==> config.mk <==
export PLATFORM = sky130hd
export DESIGN_NAME = rom_scan_stats
export DESIGN_NICKNAME = d
export VERILOG_FILES = /design/src/rtl/rom_scan_stats.sv
export SDC_FILE = /design/constraint.sdc
export NUM_CORES = 1
export LEC_CHECK = 0
export CORE_MARGIN = 2
export CORE_UTILIZATION = 33
export DETAILED_ROUTE_END_ITERATION = 6
export GPL_ROUTABILITY_DRIVEN = 0
export MAX_ROUTING_LAYER = met4
export PLACE_DENSITY = 0.65
export SLEW_MARGIN = 0
export SYNTH_ARGS = -nofsm -noshare
export SYNTH_HDL_FRONTEND = slang
export SYNTH_SLANG_ARGS = --single-unit
export TNS_END_PERCENT = 50
==> constraint.sdc <==
create_clock -name clk -period 5.02 [get_ports clk]
set_input_delay 0.502 -clock clk [delete_from_list [all_inputs] [get_ports clk]]
set_output_delay 0.502 -clock clk [all_outputs]
set_load 0.01 [all_outputs]
==> src/rtl/rom_scan_stats.sv <==
// Windowed max/min scanner in front of an external synchronous-read ROM.
// One address per cycle; read data is realigned with its address through an RD_LAT-deep valid pipe.
module rom_scan_stats #(
  parameter int DATA_W = 4,
  parameter int ADDR_W = 4,
  parameter int RD_LAT = 1,
  parameter int SIGNED = 0
) (
  input  logic              clk,
  input  logic              rst_n,
  input  logic              start,
  input  logic [ADDR_W-1:0] base_addr,
  input  logic [ADDR_W:0]   len,
  output logic              busy,
  output logic              done,
  output logic              res_valid,
  output logic [ADDR_W-1:0] rom_addr,
  input  logic [DATA_W-1:0] rom_data,
  output logic [DATA_W-1:0] max_val,
  output logic [ADDR_W-1:0] max_addr,
  output logic [DATA_W-1:0] min_val,
  output logic [ADDR_W-1:0] min_addr
);

  localparam logic [1:0] S_IDLE  = 2'd0;
  localparam logic [1:0] S_FETCH = 2'd1;
  localparam logic [1:0] S_DRAIN = 2'd2;
  localparam logic [1:0] S_DONE  = 2'd3;

  localparam logic [ADDR_W:0]   REM_ONE  = {{ADDR_W{1'b0}}, 1'b1};
  localparam logic [ADDR_W-1:0] ADDR_ONE = {{(ADDR_W-1){1'b0}}, 1'b1};

  logic [1:0]        state_q, state_d;
  logic              busy_q, busy_d;
  logic              res_valid_q, res_valid_d;
  logic              len_nz_q, len_nz_d;
  logic              seen_q, seen_d;
  logic [ADDR_W-1:0] rom_addr_q, rom_addr_d;
  logic [ADDR_W:0]   rem_q, rem_d;
  logic [DATA_W-1:0] max_val_q, max_val_d;
  logic [ADDR_W-1:0] max_addr_q, max_addr_d;
  logic [DATA_W-1:0] min_val_q, min_val_d;
  logic [ADDR_W-1:0] min_addr_q, min_addr_d;
  logic [RD_LAT-1:0] pipe_vld_q, pipe_vld_d;
  logic [ADDR_W-1:0] pipe_addr_q [RD_LAT];
  logic [ADDR_W-1:0] pipe_addr_d [RD_LAT];

  logic              issue;
  logic              samp_vld;
  logic [ADDR_W-1:0] samp_addr;
  logic              samp_gt;
  logic              samp_lt;

  assign issue     = (state_q == S_FETCH);
  assign samp_vld  = pipe_vld_q[RD_LAT-1];
  assign samp_addr = pipe_addr_q[RD_LAT-1];

  always_comb begin
    if (SIGNED != 0) begin
      samp_gt = $signed(rom_data) > $signed(max_val_q);
      samp_lt = $signed(rom_data) < $signed(min_val_q);
    end else begin
      samp_gt = rom_data > max_val_q;
      samp_lt = rom_data < min_val_q;
    end
  end

  // Stage 0 captures the address being presented this cycle; the last stage lines up with rom_data.
  always_comb begin
    pipe_vld_d = '0;
    for (int i = 0; i < RD_LAT; i++) begin
      pipe_addr_d[i] = pipe_addr_q[i];
    end
    pipe_vld_d[0]  = issue;
    pipe_addr_d[0] = rom_addr_q;
    for (int i = 1; i < RD_LAT; i++) begin
      pipe_vld_d[i]  = pipe_vld_q[i-1];
      pipe_addr_d[i] = pipe_addr_q[i-1];
    end
  end

  always_comb begin
    state_d     = state_q;
    busy_d      = busy_q;
    res_valid_d = res_valid_q;
    len_nz_d    = len_nz_q;
    seen_d      = seen_q;
    rom_addr_d  = rom_addr_q;
    rem_d       = rem_q;
    max_val_d   = max_val_q;
    max_addr_d  = max_addr_q;
    min_val_d   = min_val_q;
    min_addr_d  = min_addr_q;

    case (state_q)
      S_IDLE: begin
        if (start) begin
          busy_d   = 1'b1;
          len_nz_d = (len != '0);
          if (len != '0) begin
            rem_d       = len;
            rom_addr_d  = base_addr;
            res_valid_d = 1'b0;
            seen_d      = 1'b0;
            state_d     = S_FETCH;
          end else begin
            state_d = S_DONE;
          end
        end
      end
      S_FETCH: begin
        rem_d = rem_q - REM_ONE;
        // The final address stays on the bus; the window wraps naturally at the top.
        if (rem_q == REM_ONE) begin
          state_d = S_DRAIN;
        end else begin
          rom_addr_d = rom_addr_q + ADDR_ONE;
        end
      end
      S_DRAIN: begin
        if (pipe_vld_q == '0) begin
          state_d = S_DONE;
        end
      end
      default: begin
        busy_d = 1'b0;
        if (len_nz_q) begin
          res_valid_d = 1'b1;
        end
        state_d = S_IDLE;
      end
    endcase

    // Strict compares keep the earliest address on ties.
    if (samp_vld) begin
      seen_d = 1'b1;
      if (!seen_q || samp_gt) begin
        max_val_d  = rom_data;
        max_addr_d = samp_addr;
      end
      if (!seen_q || samp_lt) begin
        min_val_d  = rom_data;
        min_addr_d = samp_addr;
      end
    end
  end

  always_ff @(posedge clk or negedge rst_n) begin
    if (!rst_n) begin
      state_q     <= S_IDLE;
      busy_q      <= 1'b0;
      res_valid_q <= 1'b0;
      len_nz_q    <= 1'b0;
      seen_q      <= 1'b0;
      rom_addr_q  <= '0;
      rem_q       <= '0;
      max_val_q   <= '0;
      max_addr_q  <= '0;
      min_val_q   <= '0;
      min_addr_q  <= '0;
      pipe_vld_q  <= '0;
      for (int i = 0; i < RD_LAT; i++) begin
        pipe_addr_q[i] <= '0;
      end
    end else begin
      state_q     <= state_d;
      busy_q      <= busy_d;
      res_valid_q <= res_valid_d;
      len_nz_q    <= len_nz_d;
      seen_q      <= seen_d;
      rom_addr_q  <= rom_addr_d;
      rem_q       <= rem_d;
      max_val_q   <= max_val_d;
      max_addr_q  <= max_addr_d;
      min_val_q   <= min_val_d;
      min_addr_q  <= min_addr_d;
      pipe_vld_q  <= pipe_vld_d;
      for (int i = 0; i < RD_LAT; i++) begin
        pipe_addr_q[i] <= pipe_addr_d[i];
      end
    end
  end

  assign busy      = busy_q;
  assign done      = (state_q == S_DONE);
  assign res_valid = res_valid_q;
  assign rom_addr  = rom_addr_q;
  assign max_val   = max_val_q;
  assign max_addr  = max_addr_q;
  assign min_val   = min_val_q;
  assign min_addr  = min_addr_q;

endmodule
# Yosys cells after proc, flatten, opt, wreduce, memory -nomap -nowiden
# Cells that the tools add are included.
# word_totals
ff_bits,36
inputBits,16
output_inout_bits,23
elab_cells,67
# classes
add_sub_neg,2
order_cmp,2
n_eq_ne,9
n_mux,20
bitwise_logic,1
reduce_logical,20
# ops
operator,n
4-bit two-way mux,3
5-bit two-way mux,2
5-bit case mux with 2 select lines,1
2-bit nonzero test,5
3-bit AND reduction,3
2-bit two-way mux,4
"2-bit inequality test, second input constant",4
4-bit case mux with 2 select lines,1
2-bit AND reduction,4
4-bit AND reduction,2
1-bit two-way mux,6
2-bit case mux with 3 select lines,1
"5-bit by 1-bit equality test with 1-bit output, second input constant",1
5-bit nonzero test,1
"5-bit by 1-bit subtractor with 5-bit output, second input constant",1
"4-bit by 1-bit adder with 4-bit output, second input constant",1
"2-bit equality test, second input constant",2
4-bit > comparator,1
4-bit < comparator,1
1-bit case mux with 2 select lines,2
"2-bit by 1-bit equality test with 1-bit output, second input constant",1
2-bit logical NOT,1
1-bit logical OR,2
"2-bit by 1-bit inequality test with 1-bit output, second input constant",1
3 further kinds,3

# Logic depth before layout (Yosys ltp)
# depth
word_depth,5
ltp_mapped,8
mapped_depth_nobuf,6

# Worst setup path after synthesis
# OpenSTA, ideal clock, no wires.
# synth_timing
kind,input to register
from,input port rom_data[3]
to,"register min_val_q[0], in the netlist min_val[0]"
setup_ps,116
arrival_time_ps,1715
required_time_ps,4904
path_slack_ps,3190
path_stages,6
path_buffers,2
cell_sequence,ha_1 and2_1 clkbuf_1 and2_1 clkbuf_1 o311ai_0
# synth_between
elab_chain_len,3
# synth_rtl
element,line_no,source
start: declaration,18,"input logic [DATA_W-1:0] rom_data,"
4-bit < comparator,64,samp_lt = rom_data < min_val_q;
1-bit logical OR,141,if (!seen_q || samp_lt) begin
2-bit AND reduction (no line),-,
end signal: assignment,175,min_val_q <= min_val_d;
end: declaration,42,"logic [DATA_W-1:0] min_val_q, min_val_d;"
# Every way passes these cells.
# A chain may end at the register's enable or synchronous reset.

# Final worst setup path
# layout_timing
from,register state_q[1]
to,register rem_q[3]
# layout_between
elab_chain_len,3
elab_cells_between_ends,7
cone_classes,eq/ne: 3; mux: 1; reduce/logical: 3
# layout_rtl
element,line_no,source
start: declaration,33,"logic [1:0] state_q, state_d;"
start signal: assignment,166,state_q <= state_d;
2-bit by 1-bit equality test with 1-bit output *,-,
net issue,48,logic issue;
2-bit nonzero test (no line),-,
3-bit AND reduction (no line),-,
end signal: assignment,172,rem_q <= rem_d;
end: declaration,39,"logic [ADDR_W:0] rem_q, rem_d;"
# The timed path passes the listed nets; every way through them passes the cells marked *.

==> reports/qor.csv <==
stage,metric,value,unit
clocking,CTS buffer count,5,
timing,final setup fails,0,
clocking,CTS HTree Levels,2,
run_status,status,"finished, final reports clean",
critical_path,crit-path max FO,16,
global_route,vias in the first global route,1756,
timing,crit share post-route,45.9,%
power,cell area power density,676,mW/mm²
critical_path,CP arrival,2.44,ns
logic_synthesis,top-area cell type share of the netlist area,43.7,%
timing,hold_ws,0.487,ns
critical_path,startpoint types,flop,
cells_and_area,Post-Layout Cell Count,328,
logic_synthesis,Synth Register Bits,36,
floorplanning,Top Ports,39,
logic_synthesis,number of synthesized flops with an enable pin,0,
critical_path,WP buf/inv,1,
timing,Final Max Tran Viols,0,
logic_synthesis,commonest cells in the netlist,"dfrtp_1 (36), inv_1 (21), ha_1 (15)",
logic_synthesis,top post-synthesis cells by area,"dfrtp_1 (44%), ha_1 (9.1%), a221oi_1 (5.5%)",
timing,clk_skew,0.00752,ns
clocking,Root Buffer,clkbuf_8,
floorplanning,die height,83.1,µm
cells_and_area,share of post-route cells with drive strength above 1,8.70,%
cells_and_area,final instance area,0.00260,mm²
clocking,post-CTS setup buffer count,0,
drt,# DRC,0,
timing,Max-slew headroom,44.6,%
logic_synthesis,ys async rst share,100,%
floorplanning,die area,0.00690,mm²
global_route,first-pass GRT wire length,8510,µm
critical_path,critical path cell sequence,"inv_1, ha_1, mux2i_1, a21o_1, nor2_1, a221oi_1",
drt,DR vias,1816,
drt,initial DRC count,110,
place,Post-DP HPWL,3440,µm
worst_hold_path,worst min-delay path category,flop to flop,
logic_synthesis,post-synthesis sequential area ratio,43.7,%
power,Max IR drop VDD,0.271,mV
clocking,Clock Path Buffers,2,
floorplanning,Die Wd,83.1,µm
place,Port Buf Inserts,38,
critical_path,"slowest stage delay, CP",0.56,ns
logic_synthesis,most common cell in the synthesized netlist,dfrtp_1,
clocking,Hold Buf Count CTS,0,
timing,RSZ-0062 raised after global routing,false,
critical_path,CP startpoint,state_q[1],
cells_and_area,Filler cells,568,
cells_and_area,ant diodes,0,
power,LEAKAGE,1.12,nW
critical_path,WP data required,5.16,ns
timing,final hold violation count,0,
logic_synthesis,Synth warnings,0,
logic_synthesis,Synth Flop Type,dfrtp_1,
logic_synthesis,Synth Area per Inst,9.64,µm²
floorplanning,standard-cell rows,28,
timing,slew at the pin closest to its max-slew limit,0.820,ns
power,Total Power,1.76,mW
place,placed cell area,0.00251,mm²
drt,First-pass DRT Iterations,4,
timing,Setup TNS,0,ns
place,Placed Cells,320,
worst_hold_path,hold path startpoint,len_nz_q,
logic_synthesis,"Cell Area, Synth",0.00206,mm²
cells_and_area,Nets,283,
critical_path,kind of critical path,flop to flop,
logic_synthesis,Cells after Synth,214,
cells_and_area,Layout area overhead,26.0,%
clocking,Resized cells post-CTS,0,
drt,Routed Antenna Nets,0,
timing,Peak Freq,434,MHz
global_route,initial antenna violation count,0,
floorplanning,initial core utilization,34.4,%
drt,drt via density,5.54,
global_route,largest net degree at the start of global routing,37,
logic_synthesis,Yosys top cell by area,dfrtp_1,
clocking,CTS Sinks,36,
clocking,CTS tree,yes,
job,max-cap viol count,0,
critical_path,slowest library cell on the worst path,ha_1,
logic_synthesis,Synth Net Count,245,
critical_path,cell type group with the largest total delay on the critical path,adder cells,
cells_and_area,footprint of the multi-input gates,0.00105,mm²
critical_path,Worst Setup End Kind,flop,
critical_path,flop-to-flop setup slack,2.72,ns
clocking,Worst-path clk slew,0.08,ns
global_route,GRT overflow,0,
clocking,Skew-Pair Late Insertion Delay,0.29,ns
timing,final critical-path required period,2.30,ns
cells_and_area,register area,901,µm²
critical_path,Reg-to-Reg Start,state_q[1],
drt,final WL,4840,µm
drt,drt wl/cell,14.8,µm
global_route,total track usage,15.4,%
floorplanning,total core area,0.00599,mm²
logic_synthesis,post-synth cell types,37,
-- report_power, final --
group	switching [mW]	internal, mW	leakage [nW]
sequential	0.166	0.443	0.412
clock	0.115	0.0968	0.0479
combinational	0.462	0.473	0.663
-- final cells by class --
cell class | instances | area share (%)
clock buffers | 5 | 2.65
clock inverters | 3 | 0.722
inverters | 22 | 3.18
multi-input cells | 148 | 40.3
flip-flops and latches | 36 | 34.7
well taps | 75 | 3.61
repair buffers | 39 | 14.9
-- logic make-up after synthesis --
family | count (synthesis) | share of synthesized area (%)
adders and majority gates | 15 | 9.10
muxes | 10 | 5.34
DFF | 36 | 43.7
buffers and inverters | 30 | 5.64
and+or+nand+nor | 68 | 17.1
AOI/OAI and AO/OA | 55 | 19.2
-- registers in the layout, indices dropped and copies added, names as in the netlist --
signal	count
rem_q	5
max_addr	4
max_val	4
min_addr	4
min_val	4
pipe_addr_q	4
rom_addr	4
state_q	2
busy	1
len_nz_q	1
pipe_vld_q	1
res_valid	1
seen_q	1
-- per-layer routing --
| layer | vias up | routed length [µm] | GRT usage [%] |
|---|---|---|---|
| met2 | 58 | 2220 | 23.2 |
| met5 | - | 0 | - |
| met1 | 875 | 2280 | 20.4 |
| met4 | 0 | 72 | 4.32 |
| met3 | 8 | 262 | 4.47 |
| li1 | 875 | - | - |
-- path summary, 6_finish.rpt --
path / to / depth (start not counted)
worst max-delay path: rem_q[3] / 6
worst min-delay path: len_nz_q / 2
worst max register to register: rem_q[3] / 6
worst min register to register: len_nz_q / 2
max in group asynchronous: rom_addr[0] / 2
min in group asynchronous: min_val[3] / 2
-- cells in the final DEF, fill, tap and decap left out, types with 2 or more instances in the layout --
cell type | netlist | routed
nor2_1 | 13 | 13
mux2_2 | 8 | 8
nand3_1 | 9 | 9
clkinv_2 | 0 | 2
and3_1 | 5 | 5
clkdlybuf4s50_1 | 0 | 38
a21oi_1 | 8 | 8
clkbuf_8 | 0 | 5
a211oi_1 | 2 | 2
nor3_1 | 5 | 5
mux2i_1 | 2 | 2
o311ai_0 | 3 | 3
or2_2 | 4 | 4
o21ai_0 | 8 | 8
a21o_1 | 4 | 4
ha_1 | 15 | 15
nand2_1 | 12 | 12
nor2b_1 | 2 | 2
nor3b_1 | 2 | 2
o211ai_1 | 8 | 8
dfrtp_1 | 36 | 36
o22ai_1 | 2 | 2
inv_1 | 21 | 21
a221oi_1 | 13 | 13
nand2b_1 | 2 | 2
nand4_1 | 9 | 9
and2_1 | 2 | 2
-- per-stage QoR --
stage          util (%)  setup WS, ns
2_1_floorplan         -          3.19
3_3_place_gp       41.9          2.51
3_5_place_dp       41.9          2.48
4_1_cts            43.4          2.73
5_1_grt            43.4          2.48
6_report           43.4          2.72
-- tightest hold or removal path, delay by kind of cell, from the launching register on --
| kind | cells | cell delay (ns) |
|---|---|---|
| flip-flops | 1 | 0.35 |
| AND/OR/NAND/NOR | 2 | 0.11 |
Note: power is estimated with default switching activity, not from simulation.
